--- config.mk ---
export PLATFORM = sky130hd
export DESIGN_NAME = powerup_pool
export DESIGN_NICKNAME = d
export VERILOG_FILES = /design/src/rtl/powerup_pkg.sv /design/src/rtl/powerup_slot.sv /design/src/rtl/powerup_pool.sv
export SDC_FILE = /design/constraint.sdc
export NUM_CORES = 1
export LEC_CHECK = 0
export CAP_MARGIN = 20
export CORE_AREA = 2 2 162 164
export CTS_CLUSTER_DIAMETER = 150
export DETAILED_ROUTE_END_ITERATION = 10
export DIE_AREA = 0 0 164 166
export GPL_ROUTABILITY_DRIVEN = 1
export RECOVER_POWER = 100
export SYNTH_ARGS = -nofsm -noshare
export SYNTH_HDL_FRONTEND = slang
export SYNTH_SLANG_ARGS = --single-unit
--- constraint.sdc ---
create_clock -name frame_clk -period 3.2 [get_ports frame_clk]
set_input_delay 0.32 -clock frame_clk [delete_from_list [all_inputs] [get_ports frame_clk]]
set_output_delay 0.32 -clock frame_clk [all_outputs]
set_load 0.005 [all_outputs]
--- src/rtl/powerup_pkg.sv ---
// rtl/powerup_pkg.sv - shared constants, types and helpers for the power-up pool
package powerup_pkg;

    localparam int PU_TYPE_W = 2;

    localparam logic [9:0] OFFSCREEN_X = 10'd679;
    localparam logic [9:0] OFFSCREEN_Y = 10'd0;

    typedef enum logic [PU_TYPE_W-1:0] {
        PU_SPEED,
        PU_SHIELD,
        PU_SPREAD,
        PU_LIFE
    } pu_type_e;

    typedef struct packed {
        logic       exists;
        logic [9:0] x;
        logic [9:0] y;
        pu_type_e   kind;
    } pu_slot_t;

    // Keeps a spawn fully on screen by pulling its left edge back to max_x.
    function automatic logic [9:0] clamp_x(input logic [9:0] x, input logic [9:0] max_x);
        return (x > max_x) ? max_x : x;
    endfunction

endpackage

--- src/rtl/powerup_slot.sv ---
// rtl/powerup_slot.sv - one falling power-up: position, type, ship overlap and bottom detection
module powerup_slot
    import powerup_pkg::*;
#(
    parameter int TYPE_W     = 2,
    parameter int FALL_SPEED = 2,
    parameter int PU_W       = 7,
    parameter int PU_H       = 7,
    parameter int SHIP_W     = 30,
    parameter int SHIP_H     = 30,
    parameter int SPAWN_Y    = 5,
    parameter int BOTTOM_Y   = 476
) (
    input  logic              frame_clk,
    input  logic              Reset,
    input  logic              pause,
    input  logic              load,
    input  logic [9:0]        load_x,
    input  logic [TYPE_W-1:0] load_type,
    input  logic [9:0]        ship_x,
    input  logic [9:0]        ship_y,
    output logic [9:0]        pos_x,
    output logic [9:0]        pos_y,
    output logic [TYPE_W-1:0] kind,
    output logic              exists,
    output logic              hit,
    output logic              miss
);

    localparam logic [10:0] SHIP_W11   = 11'(SHIP_W);
    localparam logic [10:0] SHIP_H11   = 11'(SHIP_H);
    localparam logic [10:0] PU_W11     = 11'(PU_W);
    localparam logic [10:0] PU_H11     = 11'(PU_H);
    localparam logic [10:0] FALL_11    = 11'(FALL_SPEED);
    localparam logic [10:0] BOTTOM_11  = 11'(BOTTOM_Y);
    localparam logic [9:0]  FALL_10    = 10'(FALL_SPEED);
    localparam logic [9:0]  SPAWN_Y10  = 10'(SPAWN_Y);

    logic [10:0] px, py, sx, sy, next_y;
    logic        overlap;

    // Overlap and bottom tests in 11 bits so edge sums near 1023 cannot wrap.
    always_comb begin
        px      = {1'b0, pos_x};
        py      = {1'b0, pos_y};
        sx      = {1'b0, ship_x};
        sy      = {1'b0, ship_y};
        next_y  = py + FALL_11;
        overlap = (px < sx + SHIP_W11) && (px + PU_W11 > sx) &&
                  (py < sy + SHIP_H11) && (py + PU_H11 > sy);
        hit     = exists && !pause && overlap;
        miss    = exists && !pause && !overlap && (next_y >= BOTTOM_11);
    end

    // Slot state: load only ever targets a free slot, so it cannot race a hit or miss.
    always_ff @(posedge frame_clk or negedge Reset) begin
        if (!Reset) begin
            exists <= 1'b0;
            pos_x  <= OFFSCREEN_X;
            pos_y  <= OFFSCREEN_Y;
            kind   <= '0;
        end else if (load) begin
            exists <= 1'b1;
            pos_x  <= load_x;
            pos_y  <= SPAWN_Y10;
            kind   <= load_type;
        end else if (hit || miss) begin
            exists <= 1'b0;
            pos_x  <= OFFSCREEN_X;
            pos_y  <= OFFSCREEN_Y;
        end else if (exists && !pause) begin
            pos_y  <= pos_y + FALL_10;
        end
    end

endmodule

--- src/rtl/powerup_pool.sv ---
// rtl/powerup_pool.sv - pool of falling power-ups with spawn allocation and pickup/miss reporting
module powerup_pool
    import powerup_pkg::*;
#(
    parameter int NUM_SLOTS  = 4,
    parameter int TYPE_W     = 2,
    parameter int FALL_SPEED = 2,
    parameter int PU_W       = 7,
    parameter int PU_H       = 7,
    parameter int SHIP_W     = 30,
    parameter int SHIP_H     = 30,
    parameter int SPAWN_Y    = 5,
    parameter int BOTTOM_Y   = 476,
    parameter int SCREEN_W   = 640
) (
    input  logic                        frame_clk,
    input  logic                        Reset,
    input  logic                        pause,
    input  logic                        generate_powerup,
    input  logic [9:0]                  spawn_x,
    input  logic [TYPE_W-1:0]           spawn_type,
    input  logic [9:0]                  ShipX,
    input  logic [9:0]                  ShipY,
    output logic [NUM_SLOTS*10-1:0]     PowerupX,
    output logic [NUM_SLOTS*10-1:0]     PowerupY,
    output logic [NUM_SLOTS*TYPE_W-1:0] powerup_type,
    output logic [NUM_SLOTS-1:0]        powerup_exists,
    output logic                        got_powerup,
    output logic [TYPE_W-1:0]           got_type,
    output logic                        missed_powerup,
    output logic                        spawn_dropped
);

    localparam logic [9:0] MAX_X = 10'(SCREEN_W - PU_W);

    logic [NUM_SLOTS-1:0] load_v, hit_v, miss_v;
    logic                 any_free, hit_found;
    logic [TYPE_W-1:0]    hit_kind;
    logic [9:0]           spawn_x_clamped;

    assign spawn_x_clamped = clamp_x(spawn_x, MAX_X);

    // Lowest free slot (as registered at the start of the frame) takes the spawn; lowest hit names the pickup.
    always_comb begin
        load_v    = '0;
        any_free  = 1'b0;
        hit_found = 1'b0;
        hit_kind  = '0;
        for (int i = 0; i < NUM_SLOTS; i++) begin
            if (!powerup_exists[i] && !any_free) begin
                load_v[i] = generate_powerup;
                any_free  = 1'b1;
            end
            if (hit_v[i] && !hit_found) begin
                hit_kind  = powerup_type[TYPE_W*i +: TYPE_W];
                hit_found = 1'b1;
            end
        end
    end

    for (genvar g = 0; g < NUM_SLOTS; g++) begin : g_slot
        powerup_slot #(
            .TYPE_W    (TYPE_W),
            .FALL_SPEED(FALL_SPEED),
            .PU_W      (PU_W),
            .PU_H      (PU_H),
            .SHIP_W    (SHIP_W),
            .SHIP_H    (SHIP_H),
            .SPAWN_Y   (SPAWN_Y),
            .BOTTOM_Y  (BOTTOM_Y)
        ) u_slot (
            .frame_clk(frame_clk),
            .Reset    (Reset),
            .pause    (pause),
            .load     (load_v[g]),
            .load_x   (spawn_x_clamped),
            .load_type(spawn_type),
            .ship_x   (ShipX),
            .ship_y   (ShipY),
            .pos_x    (PowerupX[10*g +: 10]),
            .pos_y    (PowerupY[10*g +: 10]),
            .kind     (powerup_type[TYPE_W*g +: TYPE_W]),
            .exists   (powerup_exists[g]),
            .hit      (hit_v[g]),
            .miss     (miss_v[g])
        );
    end

    // One-frame event pulses; got_type keeps the last pickup between pulses.
    always_ff @(posedge frame_clk or negedge Reset) begin
        if (!Reset) begin
            got_powerup    <= 1'b0;
            got_type       <= '0;
            missed_powerup <= 1'b0;
            spawn_dropped  <= 1'b0;
        end else begin
            got_powerup    <= hit_found;
            if (hit_found) begin
                got_type   <= hit_kind;
            end
            missed_powerup <= |miss_v;
            spawn_dropped  <= generate_powerup && !any_free;
        end
    end

endmodule

==> results of run 1 <==
## power groups by stage
| stage | clock network [mW] | logic (mW) | registers (mW) |
|---|---|---|---|
| finish | 1.16 | 7.74 | 2.25 |
| global route | 1.23 | 8.50 | 2.32 |
| CTS | 1.18 | 7.22 | 2.23 |
| detailed placement | 0 | 6.95 | 2.24 |
| global placement | 0 | 6.80 | 2.23 |
| floorplan | 0 | 3.49 | 2.41 |
## worst max-delay path: cells and delay by family, from the launching register on
kind	cells	cell delay (ps)
adders and majority gates	2	470
and+or+nand+nor	6	1080
xor gates and xnor gates	1	140
buffers and inverters	4	470
DFF	1	550
AOI/OAI and AO/OA	4	730
## area by class of cell
| type | instances | area [sq um] | area share [%] |
|---|---|---|---|
| tap | 335 | 419.2 | 2.761 |
| timing repair buffer | 423 | 3490 | 22.98 |
| clock buffer | 9 | 225.2 | 1.483 |
| multi-input combinational | 1006 | 8254 | 54.36 |
| sequential | 97 | 2462 | 16.22 |
| clock inverter | 7 | 75.07 | 0.4944 |
| inverter | 65 | 257.7 | 1.698 |
## cells by family after synthesis
family	Yosys count	share of synthesized area, %
AO/OA/AOI/OAI	264	17.43
XOR/XNOR	80	6.932
adder cells (fa/ha/maj)	178	22.04
buffers and inverters	110	4.518
flip-flops	97	24.31
multiplexers	7	0.7056
AND/OR/NAND/NOR	475	24.07
## repair_timing
action | 4_1_cts | 5_1_grt
resized for setup | 72 | 174
buffers inserted | 6 | 21
hold buffers | 0 | 0
gates cloned | 2 | 3
pin swaps | 35 | 74
setup endpoints to repair | 84 | 84
## cells in the final DEF (no fill, tap or decap), types with 11 or more instances in the layout
master	instances
nand2_1	134
o21ai_1	14
xnor2_1	35
a21o_1	11
and3_1	16
buf_4	234
nand3_1	52
a21oi_2	12
dfstp_2	24
o21ai_0	34
buf_6	20
clkdlybuf4s50_1	102
nand4_1	36
nor3_1	20
dfrtp_1	69
clkbuf_1	33
a21oi_1	46
xnor2_2	12
inv_1	51
ha_1	165
nor2_1	73
dlygate4sd3_1	21
xor2_1	30
nand2b_1	14
ha_4	11
nand3_2	15
## worst max path at each step
stage	cells past startpoint	end	slack (ps)	startpoint
2_1_floorplan	16	g_slot[0].u_slot.pos_y[5]$_DFFE_PN0P_	-70	g_slot[0].u_slot.pos_x[0]$_DFFE_PN1P_
5_1_grt	16	g_slot[0].u_slot.pos_y[7]$_DFFE_PN0P_	-500	g_slot[0].u_slot.pos_y[0]$_DFFE_PN0P_
3_5_place_dp	15	g_slot[1].u_slot.pos_y[5]$_DFFE_PN0P_	-670	ShipY[1]
4_1_cts	16	g_slot[0].u_slot.pos_y[6]$_DFFE_PN0P_	-320	g_slot[0].u_slot.pos_x[0]$_DFFE_PN1P_
6_report	17	g_slot[1].u_slot.pos_x[8]$_DFFE_PN0P_	-360	g_slot[1].u_slot.pos_x[0]$_DFFE_PN1P_
3_3_place_gp	14	g_slot[1].u_slot.pos_x[3]$_DFFE_PN0P_	-590	ShipY[1]
## stage by stage
stage	TNS, ps	setup slack, ps	util, %
2_1_floorplan	-174.3	-71.14	-
3_3_place_gp	-36520	-594.3	53.60
3_5_place_dp	-41970	-671.1	53.60
4_1_cts	-8711	-320.4	56.19
5_1_grt	-38150	-502.3	59.27
6_report	-12650	-362.8	59.27
## per-layer routing
metal | up-vias | GRT usage, % | wire length [um]
li1 | 5229 | - | -
met1 | 5394 | 36.68 | 16950
met5 | - | 0 | 0
met2 | 369 | 46.77 | 18620
met3 | 76 | 3.247 | 1902
met4 | 0 | 8.124 | 1212
## registers in the layout (all words and copies together), names as in the netlist
signal / flops
g_slot.u_slot.exists: 4
g_slot.u_slot.kind: 8
g_slot.u_slot.pos_x: 40
g_slot.u_slot.pos_y: 40
got_powerup: 1
got_type: 2
missed_powerup: 1
spawn_dropped: 1
==> flow_summary_export.csv, run 1 <==
group,metric,value,unit
run_status,status,"finished with violations",
run_status,violations,"capacitance limit, slew limit, setup timing",
logic_synthesis,synth-edff-count,0,
pwr,power.density,734.2,nW/um^2
floorplanning,die_x,164,um
critical_path,worst_ep_arrival_time,3810,ps
global_routing,grt_pass1_vias,10694,
logic_synthesis,synth_area_leaders,"ha_1, dfrtp_1, dfstp_2",
sta,tightest_slew,2754,ps
logic_synthesis,syn_area,10110,sq um
cells_and_area,drive_gt1_share,30.80,%
critical_path,critPathLaunchType,"register",
place,dpl-instance-area,13730,sq um
logic_synthesis,ys_ff_latch,97,
critical_path,critical_path_class,"reg2reg",
logic_synthesis,ys.flop_type,"dfrtp_1",
clocking,cts_buffers,9,
floorplanning,start_util,39.46,%
logic_synthesis,synth_cell_types,88,
floorplanning,dieArea,27220,sq um
critical_path,worstPathCellList,"inv_2, ha_4, a21oi_4, nand3_2, xnor2_2, ha_1, buf_4, nand3_2, nor4_1, a21oi_1, a32oi_4, nand2b_4, buf_6, or4_4, nor2b_4, buf_12, a31o_2",
critical_path,max_stage_delay,550,ps
sta,setup_ws,-362.8,ps
pwr,power,11.15,mW
place,dp.cells,1897,
pwr,p_leak,6.974,nW
cells_and_area,fillers,2278,
pwr,combPwrFrac,69.4,%
sta,slew_viol_final,48,
logic_synthesis,seq_area_frac_synth,24.31,%
sta,setup_violations,64,
pwr,p_switching,4.946,mW
critical_path,r2r_end,"g_slot[1].u_slot.pos_x[8]$_DFFE_PN0P_",
logic_synthesis,netlist_instances,1211,
clocking,clk_pin_slew,80,ps
sta,clock_skew,9.013,ps
logic_synthesis,synth_top_area_share,22.04,%
cells_and_area,n_antenna_cell,0,
global_routing,antenna_found_initial,1,
global_routing,grt_max_degree,52,
sta,slew_headroom,-83.59,%
sta,rsz0062_at_grt,"true",
drt,routed_via_density,5.699,
pwr,power.share.clock,10.4,%
sta,period_share,111.3,%
drt,first_iter_violations,843,
global_routing,grt-ovfl-total,0,
drt,dr.pass1.iters,5,
global_routing,grt_pass1_wl,58730,um
critical_path,r2r-start,"g_slot[1].u_slot.pos_x[0]$_DFFE_PN1P_",
logic_synthesis,synth.most_common_cell,"ha_1",
cells_and_area,final_cell_count_no_fill,1942,
place,place_hpwl,29110,um
clocking,clock_latency,360,ps
logic_synthesis,synth_commonest_cells,"ha_1, nand2_1, nor2_1, dfrtp_1, nand3_1",
critical_path,slowest_stage,"dfstp_2",
flow_run,drv_cap,1,
clocking,htree_levels,3,
floorplanning,fp.dieH,166,um
drt,drc_errors,0,
critical_path,cp_max_fo,12,
sta,max_clock_freq,280.7,MHz
clocking,cts_num_sinks,97,
drt,routedWlPerCell,19.92,um
sta,hold_viol,0,
drt,wirelength,38680,um
pwr,power.internal,6.202,mW
critical_path,reg2regPathDepth,17,
pwr,p_sw_share,44.37,%
logic_synthesis,yosys.area.top_type,"ha_1",
pwr,seqPwrFrac,20.2,%
hold_path,worstHoldPathCells,2,
critical_path,end_kind,"register",
place,gp_congestion,0.9077,
sta,period_needed,3563,ps
logic_synthesis,yosysWarnings,0,
clocking,ctsRootBufferMaster,"clkbuf_16",
sta,hold_slack,562.7,ps
critical_path,reg2reg_slack,-360,ps
logic_synthesis,synth.avg_cell_area,8.346,sq um
hold_path,holdCritStartpoint,"g_slot[1].u_slot.pos_x[2]$_DFFE_PN1P_",
cells_and_area,final_area,15180,sq um
place,port_buffers,132,
hold_path,hold_end,"g_slot[1].u_slot.pos_x[2]$_DFFE_PN1P_",
drt,ant_nets,0,
floorplanning,ios,133,
logic_synthesis,synthArstFlopShare,100.0,%
global_routing,grtUsageTotal,27.57,%
floorplanning,coreArea,25620,sq um
critical_path,crit_top_cell,"nand3_2",
clocking,cts_buffer_depth,2,
clocking,cts_tree,"built",
cells_and_area,syn_to_final_growth,50.22,%
floorplanning,rows,59,
pwr,vdd_ir_drop_max,0.0004198,V
drt,vias,11068,
cells_and_area,finalNetCount,1816,
critical_path,required,3450,ps
logic_synthesis,synthesis.nets,1425,
hold_path,hold_class,"reg2reg",
Power figures use the tool's default switching activity.
==> run 2, diff against run 1 <==
--- a/config.mk
+++ b/config.mk
@@ -11,6 +11,7 @@
 export DETAILED_ROUTE_END_ITERATION = 10
 export DIE_AREA = 0 0 164 166
 export GPL_ROUTABILITY_DRIVEN = 1
+export PLACE_DENSITY_LB_ADDON = 0.1
 export RECOVER_POWER = 100
 export SYNTH_ARGS = -nofsm -noshare
 export SYNTH_HDL_FRONTEND = slang
==> flow_summary_export.csv, run 2 (synthesis gave the netlist of run 1 again) <==
group,metric,value,unit
clocking,ctsRootBufferMaster,"clkbuf_16",
clocking,htree_levels,3,
place,gp_congestion,0.9214,
critical_path,reg2regPathDepth,15,
floorplanning,dieArea,27220,sq um
critical_path,critical_path_class,"reg2reg",
place,place_hpwl,29700,um
cells_and_area,drive_gt1_share,30.31,%
sta,rsz0062_at_grt,"true",
cells_and_area,n_antenna_cell,0,
run_status,violations,"capacitance limit, slew limit, setup timing",
clocking,cts_tree,"built",
global_routing,grt_pass1_wl,59420,um
drt,dr.pass1.iters,5,
floorplanning,die_x,164,um
sta,setup_violations,66,
floorplanning,ios,133,
global_routing,grt_pass1_vias,10800,
cells_and_area,mostFrequentLayoutCells,"buf_4, ha_1, nand2_1",
global_routing,grtUsageTotal,28.18,%
cells_and_area,syn_to_final_growth,51.10,%
sta,period_needed,3552,ps
cells_and_area,finalNetCount,1832,
hold_path,holdCritStartpoint,"g_slot[3].u_slot.exists$_DFFE_PN0P_",
floorplanning,fp.dieH,166,um
sta,period_share,111.0,%
critical_path,r2r-start,"g_slot[0].u_slot.pos_x[1]$_DFFE_PN1P_",
hold_path,worstHoldPathCells,2,
place,dp.cells,1903,
critical_path,cp_max_fo,7,
drt,routed_via_density,5.584,
sta,tightest_slew,2715,ps
critical_path,worst_ep_arrival_time,3850,ps
sta,clock_skew,11.26,ps
critical_path,required,3500,ps
hold_path,hold_class,"reg2reg",
floorplanning,rows,59,
clocking,cts_buffer_depth,2,
pwr,power.density,736.2,nW/um^2
cells_and_area,fillers,2351,
cells_and_area,top_regs,"g_slot.u_slot.pos_x x40, g_slot.u_slot.pos_y x40, g_slot.u_slot.kind x8",
flow_run,drv_cap,1,
clocking,cts_buffers,9,
clocking,cts_num_sinks,97,
drt,first_iter_violations,804,
floorplanning,start_util,39.46,%
pwr,vdd_ir_drop_max,0.0005149,V
drt,ant_nets,0,
floorplanning,coreArea,25620,sq um
drt,vias,10933,
sta,slew_viol_final,45,
cells_and_area,final_area,15270,sq um
cells_and_area,final_cell_count_no_fill,1958,
sta,hold_viol,0,
place,dpl-instance-area,13760,sq um
pwr,p_leak,6.984,nW
clocking,clk_pin_slew,80,ps
cells_and_area,final_common_cell,"buf_4",
sta,slew_headroom,-80.98,%
critical_path,r2r_end,"g_slot[0].u_slot.pos_y[7]$_DFFE_PN0P_",
critical_path,reg2reg_slack,-350,ps
clocking,clock_latency,370,ps
drt,wirelength,39050,um
place,port_buffers,132,
sta,max_clock_freq,281.5,MHz
sta,setup_ws,-351.9,ps
global_routing,antenna_found_initial,0,
global_routing,grt_max_degree,45,
drt,drc_errors,0,
hold_path,hold_end,"g_slot[3].u_slot.exists$_DFFE_PN0P_",
global_routing,grt-ovfl-total,0,
drt,routedWlPerCell,19.94,um
critical_path,end_kind,"register",
run_status,status,"finished with violations",
critical_path,critPathLaunchType,"register",
-- run 2: cell count changes in the layout (fill, tap and decap cells not counted), moves of 4 or more --
cell / change
clkbuf_1: +11
clkdlybuf4s50_1: -9
dfstp_2: -7
nand2_1: +4
o21ai_1: +4
nand2_2: -5
dfstp_1: +7
dlygate4sd3_1: +10
xnor2_1: +4
buf_6: +4
-- run 2: cell type report --
class / count / area, sq um / share of cell area (%)
clock buffer: 11 / 242.7 / 1.589
clock inverter: 5 / 61.31 / 0.4014
inverter: 65 / 254.0 / 1.663
multi-input combinational: 1005 / 8232 / 53.90
sequential: 97 / 2462 / 16.12
tap: 335 / 419.2 / 2.745
timing repair buffer: 440 / 3601 / 23.58
-- run 2: worst max path at each step --
stage / start / to / slack, ps / cells after the start
floorplan: g_slot[0].u_slot.pos_x[0]$_DFFE_PN1P_ / g_slot[0].u_slot.pos_y[5]$_DFFE_PN0P_ / -70 / 16
global placement: ShipX[1] / g_slot[1].u_slot.pos_y[4]$_DFFE_PN0P_ / -610 / 15
detailed placement: ShipX[1] / g_slot[0].u_slot.pos_y[4]$_DFFE_PN0P_ / -670 / 15
CTS: g_slot[0].u_slot.pos_y[1]$_DFFE_PN0P_ / g_slot[0].u_slot.pos_y[5]$_DFFE_PN0P_ / -320 / 16
global route: g_slot[0].u_slot.pos_x[1]$_DFFE_PN1P_ / missed_powerup$_DFF_PN0_ / -490 / 17
finish: g_slot[0].u_slot.pos_x[1]$_DFFE_PN1P_ / g_slot[0].u_slot.pos_y[7]$_DFFE_PN0P_ / -350 / 15
-- run 2: timing repair --
item,CTS,global route
endpoints found under the hold margin,17,0
gates cloned,2,2
buffers inserted,18,19
hold buffers,1,0
endpoints found under the setup margin,84,84
resized for setup,109,149
pin swaps,78,99
-- run 2: stage by stage --
stage                     power [mW]  hold WS (ps)  setup slack, ps  setup TNS [ps]  utilization, %
after floorplan                5.904         24.41           -71.14          -174.3               -
after global placement         9.085         378.0           -609.5          -41060           53.73
after detailed placement       9.225         375.5           -671.0          -44420           53.73
after CTS                      10.83         530.8           -317.3           -8834           57.27
after global routing           12.18         599.3           -486.1          -33740           59.62
final                          11.24         559.4           -351.9          -15110           59.62
-- run 2: power breakdown --
part	internal, mW	switching [mW]
Combinational	3.89	3.94
Clock	0.636	0.544
Sequential	1.77	0.469
-- run 2: per-layer routing --
layer	GRT usage (%)	wire (um)	vias to the layer above
li1	-	-	5264
met1	35.73	16650	5270
met2	48.34	19030	315
met3	4.246	2043	84
met4	10.07	1327	0
met5	0	0	-
-- run 2: worst max-delay path, stage by stage, from the launching register on --
cell and delay, ps:
dfstp_2 550, inv_2 60, ha_4 160, nor2b_4 130, nor2_4 100, and3_4 190
xor2_2 160, ha_1 270, a21o_1 190, a21oi_2 140, or4b_4 510, o221ai_4 100
nor4b_4 100, or3_4 410, o21ai_0 250, a21o_1 160
